==> config.mk <==
export PLATFORM = sky130hd
export DESIGN_NAME = dmem_arbiter
export DESIGN_NICKNAME = d
export VERILOG_FILES = /design/src/rtl/dmem_arb_pkg.sv /design/src/rtl/rr_arb2.sv /design/src/rtl/dmem_arbiter.sv
export SDC_FILE = /design/constraint.sdc
export NUM_CORES = 1
export LEC_CHECK = 0
export BUFFER_PORTS_ARGS = -buffer_cell sky130_fd_sc_hd__buf_4
export CORE_AREA = 2 2 233 235
export CTS_BUF_LIST = sky130_fd_sc_hd__clkbuf_16
export DETAILED_ROUTE_END_ITERATION = 12
export DIE_AREA = 0 0 235 237
export GPL_TIMING_DRIVEN = 0
export PLACE_DENSITY = 0.47
export RECOVER_POWER = 50
export SYNTH_ARGS = -nofsm -noshare
export SYNTH_HDL_FRONTEND = slang
export SYNTH_HIERARCHICAL = 1
export SYNTH_SLANG_ARGS = --single-unit
==> constraint.sdc <==
create_clock -name clk -period 1.71 [get_ports clk]
set_clock_uncertainty 0.1 [all_clocks]
set_input_delay 0.0855 -clock clk [delete_from_list [all_inputs] [get_ports clk]]
set_output_delay 0.0855 -clock clk [all_outputs]
set_load 0.03 [all_outputs]
==> src/rtl/dmem_arb_pkg.sv <==
`default_nettype none
// ============================================================================
// Module  : dmem_arb_pkg
// Purpose : Shared state encoding, port ids and counter sizing for dmem_arbiter.
// Revision: 1.0 - initial release
// ============================================================================
package dmem_arb_pkg;

    typedef enum logic [1:0] {
        IDLE  = 2'd0,
        ISSUE = 2'd1,
        WAIT  = 2'd2,
        RESP  = 2'd3
    } arb_state_e;

    localparam logic PORT_CORE = 1'b0;
    localparam logic PORT_LOAD = 1'b1;

    // Wide enough to count 0..MEM_LAT-1 for MEM_LAT up to 4.
    localparam int CNT_W = 2;

endpackage
`default_nettype wire

==> src/rtl/rr_arb2.sv <==
`default_nettype none
// ============================================================================
// Module  : rr_arb2
// Purpose : Two-input round-robin arbiter; pointer remembers the last winner.
// Revision: 1.0 - initial release
// ============================================================================
module rr_arb2 (
    input  logic       clk,
    input  logic       reset,
    input  logic [1:0] req_i,
    input  logic       advance_i,
    output logic [1:0] gnt_o
);
    import dmem_arb_pkg::*;

    logic last_q;

    always_comb begin
        gnt_o = 2'b00;
        case (req_i)
            2'b01:   gnt_o = 2'b01;
            2'b10:   gnt_o = 2'b10;
            2'b11:   gnt_o = (last_q == PORT_LOAD) ? 2'b01 : 2'b10;
            default: gnt_o = 2'b00;
        endcase
    end

    // Pointer moves when the winner is latched, so it names the winner from ISSUE on.
    always_ff @(posedge clk) begin
        if (!reset) begin
            last_q <= PORT_LOAD;
        end else if (advance_i && (req_i != 2'b00)) begin
            last_q <= gnt_o[1];
        end
    end

endmodule
`default_nettype wire

==> src/rtl/dmem_arbiter.sv <==
`default_nettype none
// ============================================================================
// Module  : dmem_arbiter
// Purpose : Shares the dmem port between core (port 0) and loader (port 1).
// Revision: 1.0 - initial release
// ============================================================================
module dmem_arbiter #(
    parameter int ADDR_W  = 64,
    parameter int DATA_W  = 64,
    parameter int MEM_LAT = 1
) (
    input  logic              clk,
    input  logic              reset,
    input  logic              m0_req,
    input  logic              m0_we,
    input  logic [ADDR_W-1:0] m0_addr,
    input  logic [DATA_W-1:0] m0_wdata,
    input  logic [2:0]        m0_func3,
    output logic              m0_gnt,
    output logic              m0_rvalid,
    output logic [DATA_W-1:0] m0_rdata,
    input  logic              m1_req,
    input  logic              m1_we,
    input  logic [ADDR_W-1:0] m1_addr,
    input  logic [DATA_W-1:0] m1_wdata,
    input  logic [2:0]        m1_func3,
    output logic              m1_gnt,
    output logic              m1_rvalid,
    output logic [DATA_W-1:0] m1_rdata,
    output logic              mem_we,
    output logic              mem_re,
    output logic [ADDR_W-1:0] mem_addr,
    output logic [DATA_W-1:0] mem_wdata,
    output logic [2:0]        mem_func3,
    input  logic [DATA_W-1:0] mem_rdata,
    output logic              busy
);
    import dmem_arb_pkg::*;

    localparam logic [CNT_W-1:0] LAT_LAST = CNT_W'(MEM_LAT - 1);

    arb_state_e        state_q, state_d;
    logic [CNT_W-1:0]  cnt_q, cnt_d;
    logic [1:0]        arb_gnt;
    logic              take_cmd;
    logic              sample_rd;
    logic              id_q;
    logic              cmd_we_q;
    logic              mem_we_q, mem_re_q;
    logic [ADDR_W-1:0] mem_addr_q;
    logic [DATA_W-1:0] mem_wdata_q;
    logic [2:0]        mem_func3_q;
    logic [DATA_W-1:0] rdata0_q, rdata1_q;
    logic              sel_we;
    logic [ADDR_W-1:0] sel_addr;
    logic [DATA_W-1:0] sel_wdata;
    logic [2:0]        sel_func3;

    rr_arb2 u_rr (
        .clk       (clk),
        .reset     (reset),
        .req_i     ({m1_req, m0_req}),
        .advance_i (state_q == IDLE),
        .gnt_o     (arb_gnt)
    );

    assign take_cmd  = (state_q == IDLE) && (m0_req || m1_req);
    assign sample_rd = (state_q == WAIT) && (cnt_q == LAT_LAST);

    always_comb begin
        sel_we    = arb_gnt[1] ? m1_we    : m0_we;
        sel_addr  = arb_gnt[1] ? m1_addr  : m0_addr;
        sel_wdata = arb_gnt[1] ? m1_wdata : m0_wdata;
        sel_func3 = arb_gnt[1] ? m1_func3 : m0_func3;
    end

    always_comb begin
        state_d = state_q;
        cnt_d   = cnt_q;
        case (state_q)
            IDLE:  if (take_cmd) state_d = ISSUE;
            ISSUE: begin
                cnt_d   = '0;
                state_d = cmd_we_q ? IDLE : WAIT;
            end
            WAIT: begin
                if (cnt_q == LAT_LAST) state_d = RESP;
                else                   cnt_d   = cnt_q + CNT_W'(1);
            end
            RESP:    state_d = IDLE;
            default: state_d = IDLE;
        endcase
    end

    always_ff @(posedge clk) begin
        if (!reset) begin
            state_q     <= IDLE;
            cnt_q       <= '0;
            id_q        <= PORT_CORE;
            cmd_we_q    <= 1'b0;
            mem_we_q    <= 1'b0;
            mem_re_q    <= 1'b0;
            mem_addr_q  <= '0;
            mem_wdata_q <= '0;
            mem_func3_q <= '0;
            rdata0_q    <= '0;
            rdata1_q    <= '0;
        end else begin
            state_q  <= state_d;
            cnt_q    <= cnt_d;
            mem_we_q <= 1'b0;
            mem_re_q <= 1'b0;
            // Strobes are set only for the single ISSUE cycle that follows.
            if (take_cmd) begin
                id_q        <= arb_gnt[1];
                cmd_we_q    <= sel_we;
                mem_we_q    <= sel_we;
                mem_re_q    <= ~sel_we;
                mem_addr_q  <= sel_addr;
                mem_wdata_q <= sel_wdata;
                mem_func3_q <= sel_func3;
            end
            if (sample_rd) begin
                if (id_q == PORT_LOAD) rdata1_q <= mem_rdata;
                else                   rdata0_q <= mem_rdata;
            end
        end
    end

    assign m0_gnt    = (state_q == ISSUE) && (id_q == PORT_CORE);
    assign m1_gnt    = (state_q == ISSUE) && (id_q == PORT_LOAD);
    assign m0_rvalid = (state_q == RESP)  && (id_q == PORT_CORE);
    assign m1_rvalid = (state_q == RESP)  && (id_q == PORT_LOAD);
    assign m0_rdata  = rdata0_q;
    assign m1_rdata  = rdata1_q;
    assign mem_we    = mem_we_q;
    assign mem_re    = mem_re_q;
    assign mem_addr  = mem_addr_q;
    assign mem_wdata = mem_wdata_q;
    assign mem_func3 = mem_func3_q;
    assign busy      = (state_q != IDLE);

endmodule
`default_nettype wire
==> results of run 1 <==
==> cell type report <==
cell class | instances | area, sq um
fill | 5411 | 32600
tap | 696 | 871
inverter | 6 | 35.0
buffer | 124 | 983
clock buffer | 34 | 851
multi-input combinational | 750 | 5310
sequential | 268 | 5370
clock inverter | 21 | 115
timing repair inverter | 1 | 8.76
timing repair buffer | 947 | 7130
==> routing by layer <==
layer,part of all wire (%),GRT usage [%],up-vias
met5,0,0,-
met4,4.3,8.69,0
met3,6.7,5.15,136
met2,49,32.9,501
met1,40,22.5,6199
li1,-,-,6192
==> repair_timing <==
item | CTS | global route
setup buffers | 8 | 6
endpoints found under the setup margin | 225 | 201
gates resized for setup | 108 | 114
hold buffers | 332 | 0
cloned | 0 | 5
endpoints found under the hold margin | 264 | 0
pin swaps | 5 | 13
==> sequential cells by signal (all words and copies together) (netlist names), named ones only <==
| register | flops |
|---|---|
| u_rr/last_q | 1 |
| state_q | 1 |
| m0_rdata | 64 |
| mem_wdata | 64 |
| mem_we | 1 |
| mem_addr | 64 |
| mem_func3 | 3 |
| mem_re | 1 |
| cnt_q | 2 |
| m1_rdata | 64 |
| id_q | 1 |
| cmd_we_q | 1 |
==> metrics by stage <==
stage / hold slack (ns) / util [%] / instance area (sq um) / TNS (ns)
floorplan: 0.0447 / - / 11000 / 0
global placement: 0.169 / 30.6 / 16300 / -84.70
detailed placement: 0.168 / 30.6 / 16300 / -88.87
CTS: 0.0431 / 39.5 / 21000 / -0.508
global route: 0.136 / 38.8 / 20700 / -1.01
finish: 0.126 / 38.8 / 20700 / 0
==> worst paths after layout <==
path	endpoint	cells past startpoint	start	slack (ns)
setup reg to reg	mem_addr[17]	6	u_rr/last_q	0.02
setup / recovery	mem_addr[17]	6	u_rr/last_q	0.02
hold reg to reg	m0_rdata[59]	2	m0_rdata[59]	0.36
hold / removal	mem_addr[27]	5	m1_req	0.13
==> power groups by stage <==
stage               Clock, mW  Sequential (mW)  Combinational [mW]
floorplan                   0             8.08                1.63
global route             6.93             7.10                5.78
detailed placement          0             7.17                4.73
CTS                      6.65             7.05                5.54
global placement            0             7.15                4.71
finish                   6.44             7.04                5.46
==> critical path, stage by stage (launching register included) <==
cell and delay [ns]:
dfxtp_2 0.32, a21boi_2 0.14, buf_6 0.19, buf_12 0.16, buf_12 0.18, mux2i_2 0.35
a211oi_2 0.11
==> cell usage in the layout, fill, tap and decap left out, types with 24 or more instances in the layout <==
cell           count
mux2i_1           94
clkbuf_1         278
clkbuf_16         37
nand3_1          127
dlygate4sd3_1    332
mux2i_2           24
buf_4            381
dfxtp_1          263
a211oi_2          46
a211oi_1          86
o21ai_0          118
a21oi_1          122
nand2_1           65
==> impl_metrics.ini, run 1 <==
[yosys]
yosysWarnings = 6
syn-num-nets = 1482
synthCells = 1149
synth.cell_area_sq_mm = 0.0110
syn-mean-instance-area_sq_um = 9.54

[global_routing]
grt_pass1_vias = 13300
antenna_found_initial = 0
overflow = 0
grt_pass1_wl_um = 83000
track_usage_pct = 19.3
grt_max_degree = 13

[placed_design]
io_buffers = 597
place.detailed.hpwl_um = 40500
gp_congestion = 0.912
dp_cells = 2442
pre_cts_slack_ns = -0.901

[sta]
slew_viol_final = 0
rsz0062_at_grt = true
tightestPinTransition_ns = 0.809
finalSetupViolations = 0
fin_crit_sh_pct = 99.0
finalHoldViolCount = 0
slew_headroom_pct = 46.1
worst_slack_ns = 0.0179
post-route-min-period_ns = 1.69
clock.fmax_mhz = 591

[finish]
diodes = 0
drive_above_1_share_pct = 28.7
finalNonFillerCells = 2847
syn_to_final_growth_pct = 88.6
fin_nets = 2465

[detailed_routing]
postRouteAntennaNets = 0
vias = 13000
drt-initial-drc-count = 591
routed_wl_um = 56700
avgViaCountPerCell = 4.58
drtPass1Iterations = 5
drcViolationCount = 0
drt-wirelength-per-cell_um = 19.9

[die]
die_area_sq_mm = 0.0557
ioPinCount = 598
std_cell_rows = 85
die_x_um = 235
start_util_pct = 20.6
core-area_sq_mm = 0.0533
die-height_um = 237

[worst_hold_path]
hold_path_class = in -> reg

[setup_path]
cp-start-kind = flip-flop
endpoint_kind = flip-flop
worst-setup-path-type = reg -> reg
worstPathMaxFanout = 10
cp_data_arrival_time_ns = 1.98
required_ns = 1.99

[clocking]
clock_path_buffers = 3
clock-root-buffer = clkbuf_16
cts_sinks = 268
cts_tree = done
clk_pin_slew_ns = 0.06
cts_htree_levels = 2
insertion_delay_ns = 0.53
cts_buffers = 34

[power]
p_switching_mw = 6.25
p_per_area_mw_per_mm2 = 916
comb_power_share_pct = 28.8
p_seq_share_pct = 37.2
p_int_mw = 12.7
total_power_mw = 18.9
vdd_drop_max_v = 0.000557
sw_frac_of_total_pct = 33.0
clock_power_share_pct = 34.0
p_leak_nw = 8.20

[run_status]
outcome = complete, no violations

[flow_run]
maxCapViolCount = 0
Power figures use the tool's default switching activity.
==> run 2: changes to the inputs <==
--- a/config.mk
+++ b/config.mk
@@ -6,12 +6,12 @@
 export NUM_CORES = 1
 export LEC_CHECK = 0
 export BUFFER_PORTS_ARGS = -buffer_cell sky130_fd_sc_hd__buf_4
-export CORE_AREA = 2 2 233 235
+export CORE_AREA = 2 2 230 232
 export CTS_BUF_LIST = sky130_fd_sc_hd__clkbuf_16
 export DETAILED_ROUTE_END_ITERATION = 12
-export DIE_AREA = 0 0 235 237
+export DIE_AREA = 0 0 232 234
 export GPL_TIMING_DRIVEN = 0
-export PLACE_DENSITY = 0.47
+export PLACE_DENSITY = 0.48
 export RECOVER_POWER = 50
 export SYNTH_ARGS = -nofsm -noshare
 export SYNTH_HDL_FRONTEND = slang
==> run 2 against run 1 <==
Worst hold slack better by 0.021 ns. Critical endpoint is now mem_addr[10]. Flip-flop and latch count stayed put. Via count decreased by 2.2%. Register-to-register slack improved by 0.03 ns. Highest routed layer unchanged. Combinational power shrank 3%.
==> impl_metrics.ini, run 2 (same netlist as run 1, synthesis figures left out) <==
[placed_design]
dpl_cell_area_sq_mm = 0.0163
place.detailed.hpwl_um = 38100
gp_congestion = 0.810
io_buffers = 597

[power]
p_per_area_mw_per_mm2 = 902
p_leak_nw = 8.08
total_power_mw = 18.5
vdd_drop_max_v = 0.000746

[detailed_routing]
vias = 12700
postRouteAntennaNets = 0
drcViolationCount = 0
routed_wl_um = 54100
drtPass1Iterations = 5
drt-wirelength-per-cell_um = 19.0
drt-initial-drc-count = 532
avgViaCountPerCell = 4.48

[setup_path]
cp_data_arrival_time_ns = 1.99
worstPathMaxFanout = 5
required_ns = 2.04
worst-setup-path-type = reg -> reg
cp-start-kind = flip-flop
r2r_slack_ns = 0.05
reg2reg_depth = 7
r2r_start = u_rr/last_q
worstReg2RegEnd = mem_addr[10]
endpoint_kind = flip-flop

[sta]
clock.fmax_mhz = 603
tightestPinTransition_ns = 0.855
post-route-min-period_ns = 1.66
finalSetupTns_ns = 0
finalHoldViolCount = 0
slew_viol_final = 0
finalSetupViolations = 0
fin_crit_sh_pct = 97.0
slew_headroom_pct = 43.0

[die]
die_area_sq_mm = 0.0543
die-height_um = 234
ioPinCount = 598
start_util_pct = 21.1
std_cell_rows = 84
core-area_sq_mm = 0.0520
die_x_um = 232

[clocking]
clock-root-buffer = clkbuf_16
cts_tree = done
clk_pin_slew_ns = 0.06
cts_sinks = 268
cts_htree_levels = 1
cts_buffers = 31
insertion_delay_ns = 0.57
clock_path_buffers = 3

[flow_run]
maxCapViolCount = 0

[finish]
syn_to_final_growth_pct = 87.6
mostFrequentLayoutCell = buf_4
drive_above_1_share_pct = 27.4
fin_nets = 2463
fill_cells = 5264
final_area_sq_mm = 0.0206
final_util_pct = 39.5
final_cell_mix = buf_4, dlygate4sd3_1, clkbuf_1, dfxtp_1, nand3_1

[run_status]
outcome = complete, no violations

[global_routing]
grt_pass1_wl_um = 77300
overflow = 0
grt_max_degree = 17
antenna_found_initial = 0
grt_pass1_vias = 13000
track_usage_pct = 18.4

[worst_hold_path]
min_from = reset
holdPathStages = 3
min_to = u_rr/last_q
hold_path_class = in -> reg
[run 2: worst max-delay path, stage by stage, from the launching register on]
cell and delay (ns):
dfxtp_1 0.32, a21boi_1 0.13, buf_4 0.16, buf_4 0.12
clkbuf_16 0.16, clkbuf_16 0.18, mux2i_4 0.25, a211oi_2 0.09
[run 2: metrics by stage]
| stage | hold WS, ns | cells | setup slack [ns] |
|---|---|---|---|
| floorplan | 0.0447 | 1149 | 0.0965 |
| global placement | 0.171 | 2434 | -0.774 |
| detailed placement | 0.171 | 2434 | -0.736 |
| CTS | 0.110 | 2825 | -0.0426 |
| global route | 0.138 | 2840 | -0.00997 |
| finish | 0.147 | 2841 | 0.0513 |
[run 2: how the worst max path moves through the flow]
stage / from / endpoint / slack, ns / cells after the start
2_1_floorplan: cnt_q[0] / m0_rdata[47] / 0.1 / 8
3_3_place_gp: u_rr/last_q / mem_wdata[24] / -0.77 / 6
3_5_place_dp: u_rr/last_q / mem_wdata[24] / -0.74 / 6
4_1_cts: cnt_q[0] / m0_rdata[54] / -0.04 / 8
5_1_grt: u_rr/last_q / mem_addr[28] / -0.01 / 7
6_report: u_rr/last_q / mem_addr[10] / 0.05 / 7
[run 2: timing repair]
item / CTS / global route
hold buffers: 331 / 0
hold endpoints to repair: 264 / 0
pin swaps: 3 / 4
setup buffers: 5 / 11
setup endpoints to repair: 211 / 203
gates resized for setup: 123 / 70
cloned: 0 / 5
[run 2: final cells by class]
class | count | area (sq um) | area share [%]
clock buffers | 31 | 776 | 3.77
flip-flops and latches | 268 | 5370 | 26.1
well taps | 688 | 861 | 4.19
diodes | 1 | 2.50 | 0.0122
inverters | 6 | 35.0 | 0.170
plain buffers | 124 | 883 | 4.29
clock inverters | 24 | 145 | 0.706
repair buffers | 949 | 7160 | 34.8
multi-input cells | 750 | 5340 | 26.0
[run 2: where the power goes]
group          internal, mW  switching, mW  leakage, nW
clock                  3.42           2.78        0.460
sequential             6.75          0.284         2.20
combinational          2.26           3.05         5.42
total                  12.4           6.11         8.08
[run 2: metal layers]
| layer | vias to the layer above | routed length (um) | part of all wire, % | global-route usage (%) |
|---|---|---|---|---|
| met5 | - | 0 | 0 | 0 |
| met4 | 0 | 1980 | 3.7 | 7.15 |
| met3 | 108 | 3570 | 6.6 | 4.33 |
| met2 | 462 | 26600 | 49 | 32.3 |
| met1 | 5974 | 22000 | 41 | 21.6 |
| li1 | 6194 | - | - | - |
